==> src/rtl/ysyx_25040105_pkg.sv <==
// Shared encodings for the load/store unit: access sizes, funct3 codes,
// FSM state values and exception cause codes.
package ysyx_25040105_pkg;

  localparam logic [2:0] F3_B  = 3'b000;
  localparam logic [2:0] F3_H  = 3'b001;
  localparam logic [2:0] F3_W  = 3'b010;
  localparam logic [2:0] F3_BU = 3'b100;
  localparam logic [2:0] F3_HU = 3'b101;

  localparam logic [1:0] ST_IDLE = 2'd0;
  localparam logic [1:0] ST_REQ  = 2'd1;
  localparam logic [1:0] ST_WAIT = 2'd2;
  localparam logic [1:0] ST_DONE = 2'd3;

  localparam logic [1:0] EXC_NONE   = 2'b00;
  localparam logic [1:0] EXC_LD_MIS = 2'b01;
  localparam logic [1:0] EXC_ST_MIS = 2'b10;
  localparam logic [1:0] EXC_BUS    = 2'b11;

  typedef enum logic [1:0] {
    SZ_B = 2'd0,
    SZ_H = 2'd1,
    SZ_W = 2'd2
  } size_e;

  // Any funct3 outside the five legal codes is handled as a word access.
  function automatic size_e access_size(input logic [2:0] funct3);
    case (funct3)
      F3_B, F3_BU: access_size = SZ_B;
      F3_H, F3_HU: access_size = SZ_H;
      F3_W:        access_size = SZ_W;
      default:     access_size = SZ_W;
    endcase
  endfunction

  function automatic logic is_misaligned(input size_e size, input logic [1:0] lo);
    case (size)
      SZ_H:    is_misaligned = lo[0];
      SZ_W:    is_misaligned = (lo != 2'b00);
      default: is_misaligned = 1'b0;
    endcase
  endfunction

endpackage

==> src/rtl/ysyx_25040105_lsu_if.sv <==
// Memory-side request/response bus of the load/store unit.
interface ysyx_25040105_lsu_if;
  logic        mem_req_valid;
  logic        mem_req_ready;
  logic [31:0] mem_addr;
  logic [31:0] mem_wdata;
  logic        mem_we;
  logic [3:0]  mem_wmask;
  logic        mem_resp_valid;
  logic [31:0] mem_rdata;
  logic        mem_resp_err;

  modport master (
    output mem_req_valid, mem_addr, mem_wdata, mem_we, mem_wmask,
    input  mem_req_ready, mem_resp_valid, mem_rdata, mem_resp_err
  );

  modport slave (
    input  mem_req_valid, mem_addr, mem_wdata, mem_we, mem_wmask,
    output mem_req_ready, mem_resp_valid, mem_rdata, mem_resp_err
  );
endinterface

==> src/rtl/ysyx_25040105_lsu_align.sv <==
// Byte-lane steering: store mask/data placement and load extraction with
// sign or zero extension.
module ysyx_25040105_lsu_align
  import ysyx_25040105_pkg::*;
(
  input  logic [1:0]  offset,
  input  logic [2:0]  funct3,
  input  logic [31:0] st_data,
  input  logic [31:0] ld_raw,
  output logic [3:0]  wmask,
  output logic [31:0] wdata,
  output logic [31:0] ld_data
);

  size_e       size;
  logic [31:0] shifted;

  always_comb begin
    size    = access_size(funct3);
    wdata   = st_data << {offset, 3'b000};
    shifted = ld_raw >> {offset, 3'b000};
    wmask   = 4'b1111;
    ld_data = shifted;
    case (size)
      SZ_B: begin
        wmask   = 4'b0001 << offset;
        ld_data = funct3[2] ? {24'b0, shifted[7:0]} : {{24{shifted[7]}}, shifted[7:0]};
      end
      SZ_H: begin
        wmask   = 4'b0011 << offset;
        ld_data = funct3[2] ? {16'b0, shifted[15:0]} : {{16{shifted[15]}}, shifted[15:0]};
      end
      default: begin
        wmask   = 4'b1111;
        ld_data = shifted;
      end
    endcase
  end

endmodule

==> src/rtl/ysyx_25040105_lsu.sv <==
// Load/store unit: accepts one op from execute, performs at most one bus
// access, and hands the writeback payload downstream.
module ysyx_25040105_lsu
  import ysyx_25040105_pkg::*;
(
  input  logic        clk,
  input  logic        rst_n,
  input  logic        in_valid,
  output logic        in_ready,
  input  logic [31:0] in_pc,
  input  logic [31:0] in_alu_result,
  input  logic [31:0] in_rs2_data,
  input  logic        in_mem_ren,
  input  logic        in_mem_wen,
  input  logic [2:0]  in_funct3,
  input  logic [4:0]  in_rd,
  input  logic        in_rd_wen,
  ysyx_25040105_lsu_if.master mem,
  output logic        out_valid,
  input  logic        out_ready,
  output logic [31:0] out_pc,
  output logic [4:0]  out_rd,
  output logic        out_rd_wen,
  output logic [31:0] out_wdata,
  output logic        out_exc,
  output logic [1:0]  out_exc_cause
);

  logic [1:0]  state_q;
  logic [31:0] pc_q, addr_q, rs2_q;
  logic        ld_q, st_q, rd_wen_q;
  logic [2:0]  f3_q;
  logic [4:0]  rd_q;
  logic [31:0] res_wdata_q;
  logic        res_rd_wen_q, res_exc_q;
  logic [1:0]  res_cause_q;

  logic        accept, in_ld, in_st, in_mis;
  logic [3:0]  lane_mask;
  logic [31:0] lane_wdata, ld_data;

  assign in_ready = (state_q == ST_IDLE) || ((state_q == ST_DONE) && out_ready);
  assign accept   = in_valid && in_ready;
  // Both enables high is resolved as a load.
  assign in_ld    = in_mem_ren;
  assign in_st    = in_mem_wen && !in_mem_ren;
  assign in_mis   = is_misaligned(access_size(in_funct3), in_alu_result[1:0]);

  ysyx_25040105_lsu_align u_align (
    .offset  (addr_q[1:0]),
    .funct3  (f3_q),
    .st_data (rs2_q),
    .ld_raw  (mem.mem_rdata),
    .wmask   (lane_mask),
    .wdata   (lane_wdata),
    .ld_data (ld_data)
  );

  always_ff @(posedge clk or negedge rst_n) begin
    if (!rst_n) begin
      state_q      <= ST_IDLE;
      pc_q         <= '0;
      addr_q       <= '0;
      rs2_q        <= '0;
      ld_q         <= 1'b0;
      st_q         <= 1'b0;
      f3_q         <= '0;
      rd_q         <= '0;
      rd_wen_q     <= 1'b0;
      res_wdata_q  <= '0;
      res_rd_wen_q <= 1'b0;
      res_exc_q    <= 1'b0;
      res_cause_q  <= EXC_NONE;
    end else if (accept) begin
      pc_q     <= in_pc;
      addr_q   <= in_alu_result;
      rs2_q    <= in_rs2_data;
      ld_q     <= in_ld;
      st_q     <= in_st;
      f3_q     <= in_funct3;
      rd_q     <= in_rd;
      rd_wen_q <= in_rd_wen;
      if (!(in_ld || in_st)) begin
        state_q      <= ST_DONE;
        res_wdata_q  <= in_alu_result;
        res_rd_wen_q <= in_rd_wen;
        res_exc_q    <= 1'b0;
        res_cause_q  <= EXC_NONE;
      end else if (in_mis) begin
        state_q      <= ST_DONE;
        res_wdata_q  <= '0;
        res_rd_wen_q <= 1'b0;
        res_exc_q    <= 1'b1;
        res_cause_q  <= in_ld ? EXC_LD_MIS : EXC_ST_MIS;
      end else begin
        state_q      <= ST_REQ;
        res_wdata_q  <= '0;
        res_rd_wen_q <= 1'b0;
        res_exc_q    <= 1'b0;
        res_cause_q  <= EXC_NONE;
      end
    end else begin
      case (state_q)
        ST_REQ:  if (mem.mem_req_ready) state_q <= ST_WAIT;
        ST_WAIT: begin
          if (mem.mem_resp_valid) begin
            state_q <= ST_DONE;
            if (mem.mem_resp_err) begin
              res_wdata_q  <= '0;
              res_rd_wen_q <= 1'b0;
              res_exc_q    <= 1'b1;
              res_cause_q  <= EXC_BUS;
            end else if (ld_q) begin
              res_wdata_q  <= ld_data;
              res_rd_wen_q <= rd_wen_q;
            end else begin
              res_wdata_q  <= '0;
              res_rd_wen_q <= 1'b0;
            end
          end
        end
        ST_DONE: if (out_ready) state_q <= ST_IDLE;
        default: state_q <= ST_IDLE;
      endcase
    end
  end

  assign mem.mem_req_valid = (state_q == ST_REQ);
  assign mem.mem_addr      = {addr_q[31:2], 2'b00};
  assign mem.mem_wdata     = lane_wdata;
  assign mem.mem_we        = st_q;
  assign mem.mem_wmask     = st_q ? lane_mask : 4'b0000;

  assign out_valid     = (state_q == ST_DONE);
  assign out_pc        = pc_q;
  assign out_rd        = rd_q;
  assign out_rd_wen    = res_rd_wen_q;
  assign out_wdata     = res_wdata_q;
  assign out_exc       = res_exc_q;
  assign out_exc_cause = res_cause_q;

endmodule

==> src/flat_wrapper.sv <==
// flat-port wrapper written by rule: the top's interface ports become plain ports
module ysyx_25040105_lsu_flat import ysyx_25040105_pkg::*;
  (clk, rst_n, in_valid, in_ready, in_pc, in_alu_result, in_rs2_data, in_mem_ren, in_mem_wen, in_funct3, in_rd, in_rd_wen, out_valid, out_ready, out_pc, out_rd, out_rd_wen, out_wdata, out_exc, out_exc_cause, mem_mem_req_valid, mem_mem_addr, mem_mem_wdata, mem_mem_we, mem_mem_wmask, mem_mem_req_ready, mem_mem_resp_valid, mem_mem_rdata, mem_mem_resp_err);
  ysyx_25040105_lsu_if mem_i ();
  input  logic clk;
  input  logic rst_n;
  input  logic in_valid;
  output logic in_ready;
  input  logic [31:0] in_pc;
  input  logic [31:0] in_alu_result;
  input  logic [31:0] in_rs2_data;
  input  logic in_mem_ren;
  input  logic in_mem_wen;
  input  logic [2:0] in_funct3;
  input  logic [4:0] in_rd;
  input  logic in_rd_wen;
  output logic out_valid;
  input  logic out_ready;
  output logic [31:0] out_pc;
  output logic [4:0] out_rd;
  output logic out_rd_wen;
  output logic [31:0] out_wdata;
  output logic out_exc;
  output logic [1:0] out_exc_cause;
  output wire logic [$bits(mem_i.mem_req_valid)-1:0] mem_mem_req_valid;
  output wire logic [$bits(mem_i.mem_addr)-1:0] mem_mem_addr;
  output wire logic [$bits(mem_i.mem_wdata)-1:0] mem_mem_wdata;
  output wire logic [$bits(mem_i.mem_we)-1:0] mem_mem_we;
  output wire logic [$bits(mem_i.mem_wmask)-1:0] mem_mem_wmask;
  input wire logic [$bits(mem_i.mem_req_ready)-1:0] mem_mem_req_ready;
  input wire logic [$bits(mem_i.mem_resp_valid)-1:0] mem_mem_resp_valid;
  input wire logic [$bits(mem_i.mem_rdata)-1:0] mem_mem_rdata;
  input wire logic [$bits(mem_i.mem_resp_err)-1:0] mem_mem_resp_err;
  assign mem_mem_req_valid = mem_i.mem_req_valid;
  assign mem_mem_addr = mem_i.mem_addr;
  assign mem_mem_wdata = mem_i.mem_wdata;
  assign mem_mem_we = mem_i.mem_we;
  assign mem_mem_wmask = mem_i.mem_wmask;
  assign mem_i.mem_req_ready = mem_mem_req_ready;
  assign mem_i.mem_resp_valid = mem_mem_resp_valid;
  assign mem_i.mem_rdata = mem_mem_rdata;
  assign mem_i.mem_resp_err = mem_mem_resp_err;
  ysyx_25040105_lsu u_core (.clk(clk), .rst_n(rst_n), .in_valid(in_valid), .in_ready(in_ready), .in_pc(in_pc), .in_alu_result(in_alu_result), .in_rs2_data(in_rs2_data), .in_mem_ren(in_mem_ren), .in_mem_wen(in_mem_wen), .in_funct3(in_funct3), .in_rd(in_rd), .in_rd_wen(in_rd_wen), .mem(mem_i), .out_valid(out_valid), .out_ready(out_ready), .out_pc(out_pc), .out_rd(out_rd), .out_rd_wen(out_rd_wen), .out_wdata(out_wdata), .out_exc(out_exc), .out_exc_cause(out_exc_cause));
endmodule
==> config.mk <==
export PLATFORM = sky130hd
export DESIGN_NAME = ysyx_25040105_lsu_flat
export DESIGN_NICKNAME = d
export VERILOG_FILES = /design/src/rtl/ysyx_25040105_pkg.sv /design/src/rtl/ysyx_25040105_lsu_if.sv /design/src/rtl/ysyx_25040105_lsu_align.sv /design/src/rtl/ysyx_25040105_lsu.sv /design/src/flat_wrapper.sv
export SDC_FILE = /design/constraint.sdc
export NUM_CORES = 1
export LEC_CHECK = 0
export BUFFER_PORTS_ARGS = -buffer_cell sky130_fd_sc_hd__buf_2
export CORE_MARGIN = 2
export CORE_UTILIZATION = 31
export DETAILED_ROUTE_END_ITERATION = 16
export PLACE_DENSITY = 0.6
export SLEW_MARGIN = 20
export SYNTH_ARGS = -nofsm -noshare
export SYNTH_HDL_FRONTEND = slang
export SYNTH_HIERARCHICAL = 1
export SYNTH_SLANG_ARGS = --single-unit
==> constraint.sdc <==
create_clock -name clk -period 1.8 [get_ports clk]
set_clock_uncertainty 0.15 [all_clocks]
set_input_delay 0.18 -clock clk [delete_from_list [all_inputs] [get_ports clk]]
set_output_delay 0.18 -clock clk [all_outputs]
set_load 0.005 [all_outputs]
Word-level counts from Yosys, hierarchy flattened
Index checks and enable logic that the tools add are counted.

Output and inout bits: 145. Logic and storage cells: 93. Register bits after elaboration: 145. Bits of input ports: 146.

Shift-type cells: 4. Equal/unequal tests: 15. Reductions and logical operators: 21. Mux-type cells: 40.

Operators by type and width (count): $mux 32 (8); $pmux 32 s2 (1); $shl 32x5->32 (1); $shr 32x5->32 (1); $mux 2 (13); $eq 3x3->1 const B (4); $mux 1 (12); $pmux 2 s2 (2); $pmux 4 s2 (1); $reduce_bool 2->1 (4); $reduce_or 2->1 (4); $eq 2x1->1 const B (3); $eq 2x2->1 const B (3); $eq 3x1->1 const B (2); $logic_not 3->1 (2); $ne 3x1->1 const B (2); $pmux 2 s3 (1); $reduce_and 3->1 (2); $logic_not 2->1 (2); $mux 4 (1); $shl 1x2->4 const A (1); $shl 2x2->4 const A (1); $logic_and 1x1->1 (3); $ne 3x2->1 const B (1); other kinds (4) (5).

Longest topological paths before layout
Gate-level depths: netlist of the first run.

Word-level depth: 10. Gate-level depth with buffers: 9. Depth with buffers taken out: 6.

By module
The synthesis of the first run kept the hierarchy.

By module, submodules not included: ysyx_25040105_lsu (times used 1, sequential area each 3628.5 um^2, area each 6528.8 um^2, cells each 498); ysyx_25040105_lsu_align (times used 1, sequential area each 0.0 um^2, area each 1443.9 um^2, cells each 210).

Worst setup path before layout of the first run
Ideal clock, no wire load.

Path type: register to register. From: register u_core.addr_q[0]. To: register u_core.res_wdata_q[30], in the netlist u_core/out_wdata[30]. Cell stages (with the launch flop): 9. Buffers on the path: 2. Period minus slack after synthesis: 1982 ps. Arrival time: 1709 ps. Setup time: 123 ps. Data required time: 1527 ps. Setup slack: -182 ps. Cells stage by stage: dfrtp_1 -> buf_6 -> mux2_4 -> a32oi_4 -> buf_8 -> o211ai_2 -> and3b_1 -> o22ai_1 -> a2bb2oi_1.

Word-level cells in the longest chain between the ends: 8. Elaborated cells on any way between the ends: 9. Those cells by class: shift (1); mux (8).

Ends and longest elaborated chain: start, declared (RTL line ysyx_25040105_lsu.sv:30) `logic [31:0] pc_q, addr_q, rs2_q;`; start signal, assigned (RTL line ysyx_25040105_lsu.sv:76) `addr_q <= in_alu_result;`; $shr 32x5->32 * (RTL line ysyx_25040105_lsu_align.sv:21) `shifted = ld_raw >> {offset, 3'b000};`; $mux 32, on equally long branches (RTL line ysyx_25040105_lsu_align.sv:31, ysyx_25040105_lsu_align.sv:27); $pmux 32 s2 * (RTL line ysyx_25040105_lsu_align.sv:24) `case (size)`; named net u_core.ld_data[30] (RTL line ysyx_25040105_lsu.sv:40) `logic [31:0] lane_wdata, ld_data;`; $mux 32 * (RTL line ysyx_25040105_lsu.sv:113) `end else if (ld_q) begin`; $mux 32 * (RTL line ysyx_25040105_lsu.sv:108) `if (mem.mem_resp_err) begin`; $mux 32 * (RTL line ysyx_25040105_lsu.sv:106) `if (mem.mem_resp_valid) begin`; $mux 32 * (RTL line ysyx_25040105_lsu.sv:103) `case (state_q)`; $mux 32 * (RTL line ysyx_25040105_lsu.sv:74) `end else if (accept) begin`; end signal, assigned (RTL line ysyx_25040105_lsu.sv:85) `res_wdata_q <= in_alu_result;`; end signal, assigned (RTL line ysyx_25040105_lsu.sv:114) `res_wdata_q <= ld_data;`; end, declared (RTL line ysyx_25040105_lsu.sv:34) `logic [31:0] res_wdata_q;`.

Mark *: on every way through the listed nets, which the timed path passes. The rest lies on a longest branch. The select of a mux whose other input is x is not followed. A chain may end at the register's enable or synchronous reset.

Worst setup path after layout of the first run
From: register u_core.addr_q[0]. To: register u_core.res_wdata_q[9], in the netlist u_core/out_wdata[9].

Same word-level chain as after synthesis.

==> qor.txt, run 1 <==
Initial antenna violation count = 3
Reg area = 3630 um2
CP Capture Type = flip-flop
Die Wd = 164 um
Largest family of logic cells by synthesized area = multiplexers
WS Path Type = reg2reg
YS warnings = 6
Status = complete, but fails checks
Total grt overflow = 0
Critical Path Fanout Max = 7
# fillers = 2,148
Final setup margin = -0.314 ns
Final nets = 1,285
Non-Filler Instances = 1,483
Effective utilization at floorplan = 31.7%
Critical path's slowest cell = dfrtp_2
Seq/Total Area, Yosys = 45.5%
Num ports = 291
Cells after DPL = 1,289
Total GRT Usage = 21.6%
Syn Area/Cell = 11.3 um2
Critical Path Start = u_core/addr_q[0]
Mapped Area = 7970 um2
Max-Cap Viols = 0
Final setup TNS = -28.43 ns
Clk_lat worst skew = 0.42 ns
Largest stage delay, worst path = 0.48 ns
Clock Tree Buf Depth = 2
Iteration-0 DRC Markers = 373
GR Layer Usage met2 = 36.6%
Post-synth EDFFs = 0
Final min period = 2.11 ns
CTS Sinks = 145
GRT busiest layer = met2
Leak = 6.50 nW
Synth Flop Type = dfrtp_1
CTS tree = done
Via count = 7,359
Clk pin slew, worst setup/hold paths = 0.07 ns
Peak Freq = 473 MHz
Wire length per cell = 20.2 um
Setup Viol. Count Final = 174
Core Region = 25,200 um2
Worst hold start = in_valid
Crit-path most repeated cell = buf_6
P per Cell Area = 1840 nW/um2
Yosys reg bits = 145
Failing checks = negative setup slack
Post-synthesis compound-gate area fraction = 13.9%
Footprint of the multi-input gates = 4510 um2
Peak supply drop = 1.03 mV
CTS H-tree lvls = 4
Synth Area in Simple Gates = 12.3%
TritonCTS Buffers = 17
Met1 Use GR = 27.9%
Post-Synth Adder-Cell Area = 0.628%
Root Buffer = clkbuf_16
Final Cycle Share = 117%
TritonRoute pass-1 iters = 4
Final Hold Viols = 0
WP data arrival = 2.27 ns
Mux share of post-synthesis cell area = 20.2%
Mapped Cells = 708
Pin count of the biggest net entering global routing = 54
Syn-to-layout area delta = 65.8%
Drt via density = 4.96
RSZ-0062 raised after global routing = true
Post-DP HPWL = 18,300 um
Hold Slack = 0.0725 ns
Core Rows = 58
Overall Power = 0.0243 W
Post-synth cell types = 48
Synth Area in XOR/XNOR = 0%
Chip Height = 164 um
Final GP Congestion = 0.860
CP Cell Sequence = buf_6 > mux2_4 > a221oi_4 > buf_6 > a21oi_1 > and3b_1 > o22ai_1 > a2bb2oi_1
Routed Antenna Nets = 0
Critical Path RT = 1.96 ns
HP Class = in2reg
Global-route wire length before repair = 44,800 um
Slew Limit Fails = 0
Wirelength, routed = 30,000 um
Startpoint Class = flip-flop
Vias in the first global route = 7,710
Layout cells sized above 1 = 55.4%
Die area = 27,000 um2
GR met3 Demand/Resource = 4.52%
DRC = 0
Async SR Flop Fraction = 100%
Worst R2R Start = u_core/addr_q[0]
PortBufs = 288
-- cells in the mapped netlist (4+ instances only) --
cell type | number | area, um2
and2_1 | 14 | 87.6
nor2_1 | 15 | 56.3
mux2_1 | 16 | 180
buf_2 | 21 | 105
dfrtp_1 | 145 | 3630
or2_2 | 9 | 56.3
o211ai_1 | 7 | 52.6
clkbuf_1 | 22 | 82.6
buf_4 | 42 | 315
buf_6 | 4 | 45.0
a2bb2oi_1 | 33 | 289
mux2_2 | 97 | 1090
nand3_1 | 34 | 170
o21ai_0 | 20 | 100
mux2i_1 | 31 | 310
nand2_1 | 35 | 131
and3b_1 | 33 | 289
ha_1 | 4 | 50.1
inv_1 | 4 | 15.0
o211ai_2 | 10 | 125
o22ai_1 | 35 | 219
nor2b_1 | 14 | 87.6
a21oi_1 | 26 | 130
a211oi_1 | 8 | 60.1
-- registers in the layout, summed over array words and instances, names as in the netlist --
register              cells
u_core/addr_q            32
u_core/f3_q               3
u_core/ld_q               1
u_core/mem.mem_we         1
u_core/out_exc            1
u_core/out_exc_cause      2
u_core/out_pc            32
u_core/out_rd             5
u_core/out_rd_wen         1
u_core/out_wdata         32
u_core/rd_wen_q           1
u_core/rs2_q             32
u_core/state_q            2
-- placed cells by master, fill, tap and decap left out, types with 13 or more instances in the layout --
| cell | Yosys | final |
|---|---|---|
| mux2i_1 | 31 | 24 |
| mux2_2 | 97 | 18 |
| clkbuf_16 | 0 | 20 |
| and2_1 | 14 | 13 |
| mux2_4 | 2 | 95 |
| a2bb2oi_1 | 33 | 27 |
| buf_4 | 42 | 39 |
| a21oi_1 | 26 | 20 |
| dfrtp_1 | 145 | 143 |
| o22ai_2 | 0 | 21 |
| nand3_1 | 34 | 33 |
| buf_16 | 0 | 16 |
| buf_6 | 4 | 23 |
| dlygate4sd3_1 | 0 | 108 |
| o22ai_1 | 35 | 14 |
| buf_2 | 21 | 285 |
| nand2_1 | 35 | 33 |
| and3b_1 | 33 | 33 |
| buf_12 | 0 | 19 |
-- metal layers --
layer  vias up  wire (um)
met4         0        558
met3        36       1680
met2       259      14700
met1      3643      13000
li1       3421          -
met5         -          0
-- stage by stage --
| step | setup WS, ns | area, um2 | utilization (%) |
|---|---|---|---|
| 4_1_cts | -0.282 | 12800 | 51.0 |
| 5_1_grt | -0.376 | 13200 | 52.5 |
| 6_report | -0.314 | 13200 | 52.5 |
| 2_1_floorplan | -0.145 | 8000 | - |
| 3_5_place_dp | -0.185 | 9840 | 39.1 |
| 3_3_place_gp | -0.149 | 9840 | 39.1 |
-- path summary, 6_finish.rpt --
check / end / slack [ns] / cells past startpoint
worst max-delay path: u_core/out_wdata[9] / -0.31 / 8
worst min-delay path: u_core/out_exc_cause[1] / 0.07 / 3
worst max register to register: u_core/out_wdata[9] / -0.31 / 8
worst min register to register: u_core/addr_q[9] / 0.34 / 1
max in group asynchronous: u_core/rs2_q[31] / 0.74 / 3
min in group asynchronous: u_core/out_wdata[30] / 0.11 / 2
-- report_power, final --
part	leakage [nW]	total (W)	switching, W	internal (W)
Clock	0.280	0.00373	0.00164	0.00209
Sequential	1.72	0.00617	0.00120	0.00497
Combinational	4.50	0.0144	0.00613	0.00832
-- kinds of logic after synthesis --
| family | after synthesis |
|---|---|
| AO/OA/AOI/OAI | 151 |
| buffers and inverters | 97 |
| multiplexers | 146 |
| AND/OR/NAND/NOR | 164 |
| other | 1 |
| adder cells (fa/ha/maj) | 4 |
| flip-flops | 145 |
-- layout make-up --
cell class              count  area share [%]
multi-input cells         467            34.1
repair buffers            498            30.5
flip-flops and latches    145            27.5
clock buffers              17            3.22
well taps                 330            3.12
clock inverters            15            1.30
inverters                   6           0.189
diodes                      5          0.0947
-- critical path: cells and delay by family (launching register included) --
family / cells / cell delay (ns)
buffers and inverters: 2 / 0.31
and+or+nand+nor: 1 / 0.17
DFF: 1 / 0.48
muxes: 1 / 0.32
AOI/OAI and AO/OA: 4 / 0.56
-- what timing repair did --
action                     in CTS  in global routing
pin swaps                      16                 11
resized for setup             173                 86
hold buffers                  108                  0
cloned                         17                  4
setup endpoints to repair     173                178
buffers inserted               28                 10
hold endpoints to repair      289                  0
Note: power is estimated with default switching activity, not from simulation.
==> run 2, diff against run 1 <==
--- a/config.mk
+++ b/config.mk
@@ -5,11 +5,11 @@
 export SDC_FILE = /design/constraint.sdc
 export NUM_CORES = 1
 export LEC_CHECK = 0
-export BUFFER_PORTS_ARGS = -buffer_cell sky130_fd_sc_hd__buf_2
 export CORE_MARGIN = 2
 export CORE_UTILIZATION = 31
 export DETAILED_ROUTE_END_ITERATION = 16
-export PLACE_DENSITY = 0.6
+export DONT_BUFFER_PORTS = 1
+export PLACE_DENSITY = 0.5
 export SLEW_MARGIN = 20
 export SYNTH_ARGS = -nofsm -noshare
 export SYNTH_HDL_FRONTEND = slang
==> run 2 against run 1 <==
The flow finishes with violations (negative hold slack, negative setup slack); via count shrank 13%; worst setup slack lost 0.018 ns; clock power grew 4%; clock-buffer cell count is the same; first-iteration DRC count grew 7.2%; utilization shrank 4.3 points; sequential power grew 9.1%; die area is the same; worst hold slack lost 0.77 ns; critical path depth grew 1; largest cell class unchanged; largest power group unchanged.
==> qor.txt, run 2 (same netlist as run 1, synthesis figures left out) <==
Global-route wire length before repair = 42,700 um (was 44,800 um)
Clk pin slew, worst setup/hold paths = 0.07 ns (about the same)
Core Region = 25,200 um2 (unchanged)
Worst r2r dst = u_core/out_wdata[29] (was u_core/out_wdata[9])
DRC = 0 (unchanged)
P per Cell Area = 1970 nW/um2 (was 1840 nW/um2)
Clk_lat worst skew = 0.43 ns (was 0.42 ns)
Worst R2R Start = u_core/addr_q[0] (unchanged)
Setup Viol. Count Final = 171 (was 174)
Met1 Use GR = 27.2% (was 27.9%)
Startpoint Class = flip-flop (unchanged)
Via count = 6,399 (was 7,359)
Total grt overflow = 0 (unchanged)
TritonRoute pass-1 iters = 4 (unchanged)
Wirelength, routed = 29,800 um (was 30,000 um)
Max-Cap Viols = 0 (unchanged)
Final Hold Viols = 145 (was 0)
Core Rows = 58 (unchanged)
Num ports = 291 (unchanged)
Worst slew pin tran = 0.750 ns
HP Class = in2async (was in2reg)
Final setup TNS = -24.53 ns (was -28.43 ns)
Peak Freq = 469 MHz (was 473 MHz)
Failing checks = negative hold slack, negative setup slack (was negative setup slack)
Peak supply drop = 0.830 mV (was 1.03 mV)
Routed Antenna Nets = 0 (unchanged)
CTS tree = done (unchanged)
Die Wd = 164 um (unchanged)
Drt via density = 5.32 (was 4.96)
Chip Height = 164 um (unchanged)
Iteration-0 DRC Markers = 400 (was 373)
Slew Limit Fails = 0 (unchanged)
Layout cells sized above 1 = 46.3% (was 55.4%)
Post-DP HPWL = 17,300 um (was 18,300 um)
Initial antenna violation count = 3 (unchanged)
Vias in the first global route = 6,779 (was 7,710)
Slew Limit Headroom = 49.9%
CTS Sinks = 145 (unchanged)
Effective utilization at floorplan = 31.7% (unchanged)
Total GRT Usage = 21.3% (was 21.6%)
Final GP Congestion = 0.857 (was 0.860)
GRT busiest layer = met2 (unchanged)
Pin count of the biggest net entering global routing = 146 (was 54)
R2r setup slk = -0.33 ns (was -0.31 ns)
Syn-to-layout area delta = 52.2% (was 65.8%)
Wire length per cell = 24.8 um (was 20.2 um)
WS Path Type = reg2reg (unchanged)
Critical Path Fanout Max = 10 (was 7)
GR met3 Demand/Resource = 7.16% (was 4.52%)
Root Buffer = clkbuf_16 (unchanged)
Final design utilization = 48.2% (was 52.5%)
TritonCTS Buffers = 17 (unchanged)
Final min period = 2.13 ns (was 2.11 ns)
RSZ-0062 raised after global routing = true (unchanged)
Most frequent cells in the layout = dfrtp_1 (141), dlygate4sd3_1 (116), mux2_4 (113), buf_4 (43), and3b_1 (33) (was buf_2 (285), dfrtp_1 (143), dlygate4sd3_1 (108), mux2_4 (95), buf_4 (39))
CTS H-tree lvls = 4 (unchanged)
PortBufs = 0 (was 288)
CP Capture Type = flip-flop (unchanged)
Leading cell type in the layout, fill and taps excluded = dfrtp_1 (was buf_2)
Clock Tree Buf Depth = 2 (unchanged)
Leak = 5.49 nW (was 6.50 nW)
Hold Slack = -0.701 ns (was 0.0725 ns)
Status = complete, but fails checks (unchanged)
Final nets = 1,007 (was 1,285)
GR Layer Usage met2 = 34.1% (was 36.6%)
Final setup margin = -0.332 ns (was -0.314 ns)
Die area = 27,000 um2 (unchanged)
Final Cycle Share = 118% (was 117%)
WP data arrival = 2.28 ns (was 2.27 ns)
# fillers = 2,159 (was 2,148)
FF-to-FF path depth = 9 (was 8)
Critical Path RT = 1.95 ns (was 1.96 ns)
==> run 2: changes by cell type in the layout (fill, tap and decap cells not counted), moves of 11 or more <==
cell,previous run,this run
mux2_4,95,113
buf_2,285,0
a2bb2oi_2,6,17
a2bb2oi_1,27,16
mux2_2,18,2
==> run 2: worst max-delay path: stages, from the launching register on <==
cell,delay (ns)
dfrtp_2,0.45
buf_4,0.15
mux2_4,0.33
a32oi_4,0.19
buf_12,0.17
buf_12,0.11
o211ai_2,0.07
and3b_1,0.17
o22ai_1,0.11
a2bb2oi_1,0.09
==> run 2: metrics by stage <==
step	cells	setup WS (ns)	total power [W]	hold WS, ns	instance area [um2]
2_1_floorplan	709	-0.145	0.0125	-0.266	8000
3_3_place_gp	1000	-0.179	0.0144	-0.257	8360
3_5_place_dp	1000	-0.241	0.0146	-0.255	8360
4_1_cts	1195	-0.321	0.0228	-0.716	11700
5_1_grt	1201	-0.404	0.0252	-0.724	12100
6_report	1202	-0.332	0.0239	-0.701	12100
==> run 2: worst max-delay path by stage <==
stage / start / endpoint / slack [ns] / cells after the start
finish: u_core/addr_q[0] / u_core/out_wdata[29] / -0.33 / 9
global route: u_core/addr_q[0] / u_core/out_wdata[13] / -0.40 / 8
CTS: u_core/addr_q[0] / u_core/out_wdata[29] / -0.32 / 9
detailed placement: u_core/addr_q[0] / u_core/out_wdata[23] / -0.24 / 8
global placement: u_core/addr_q[0] / u_core/out_wdata[23] / -0.18 / 8
floorplan: u_core/addr_q[0] / u_core/out_wdata[18] / -0.14 / 8
==> run 2: routing by layer <==
metal | vias up | share of wire, %
li1 | 2867 | -
met1 | 3226 | 42
met2 | 266 | 47
met3 | 40 | 8.4
met4 | 0 | 2.6
met5 | - | 0
==> run 2: repair_timing <==
item,in CTS,in global routing
pin swaps,26,28
endpoints found under the setup margin,178,178
hold endpoints to repair,290,150
hold buffers,112,4
resized for setup,232,110
setup buffers,37,10
cloned,16,3
==> run 2: cell type report <==
cell class | instances | area (um2) | share of cell area [%]
flip-flops and latches | 145 | 3630 | 29.9
repair buffers | 220 | 2610 | 21.5
clock buffers | 17 | 425 | 3.50
diodes | 2 | 5.00 | 0.0412
clock inverters | 15 | 195 | 1.61
well taps | 330 | 413 | 3.40
inverters | 6 | 25.0 | 0.206
multi-input cells | 467 | 4830 | 39.8
==> run 2: power breakdown <==
group	internal, W	leakage [nW]	total, W	switching [W]
clock network	0.00224	0.304	0.00388	0.00165
registers	0.00498	1.72	0.00673	0.00175
logic	0.00775	3.47	0.0133	0.00558
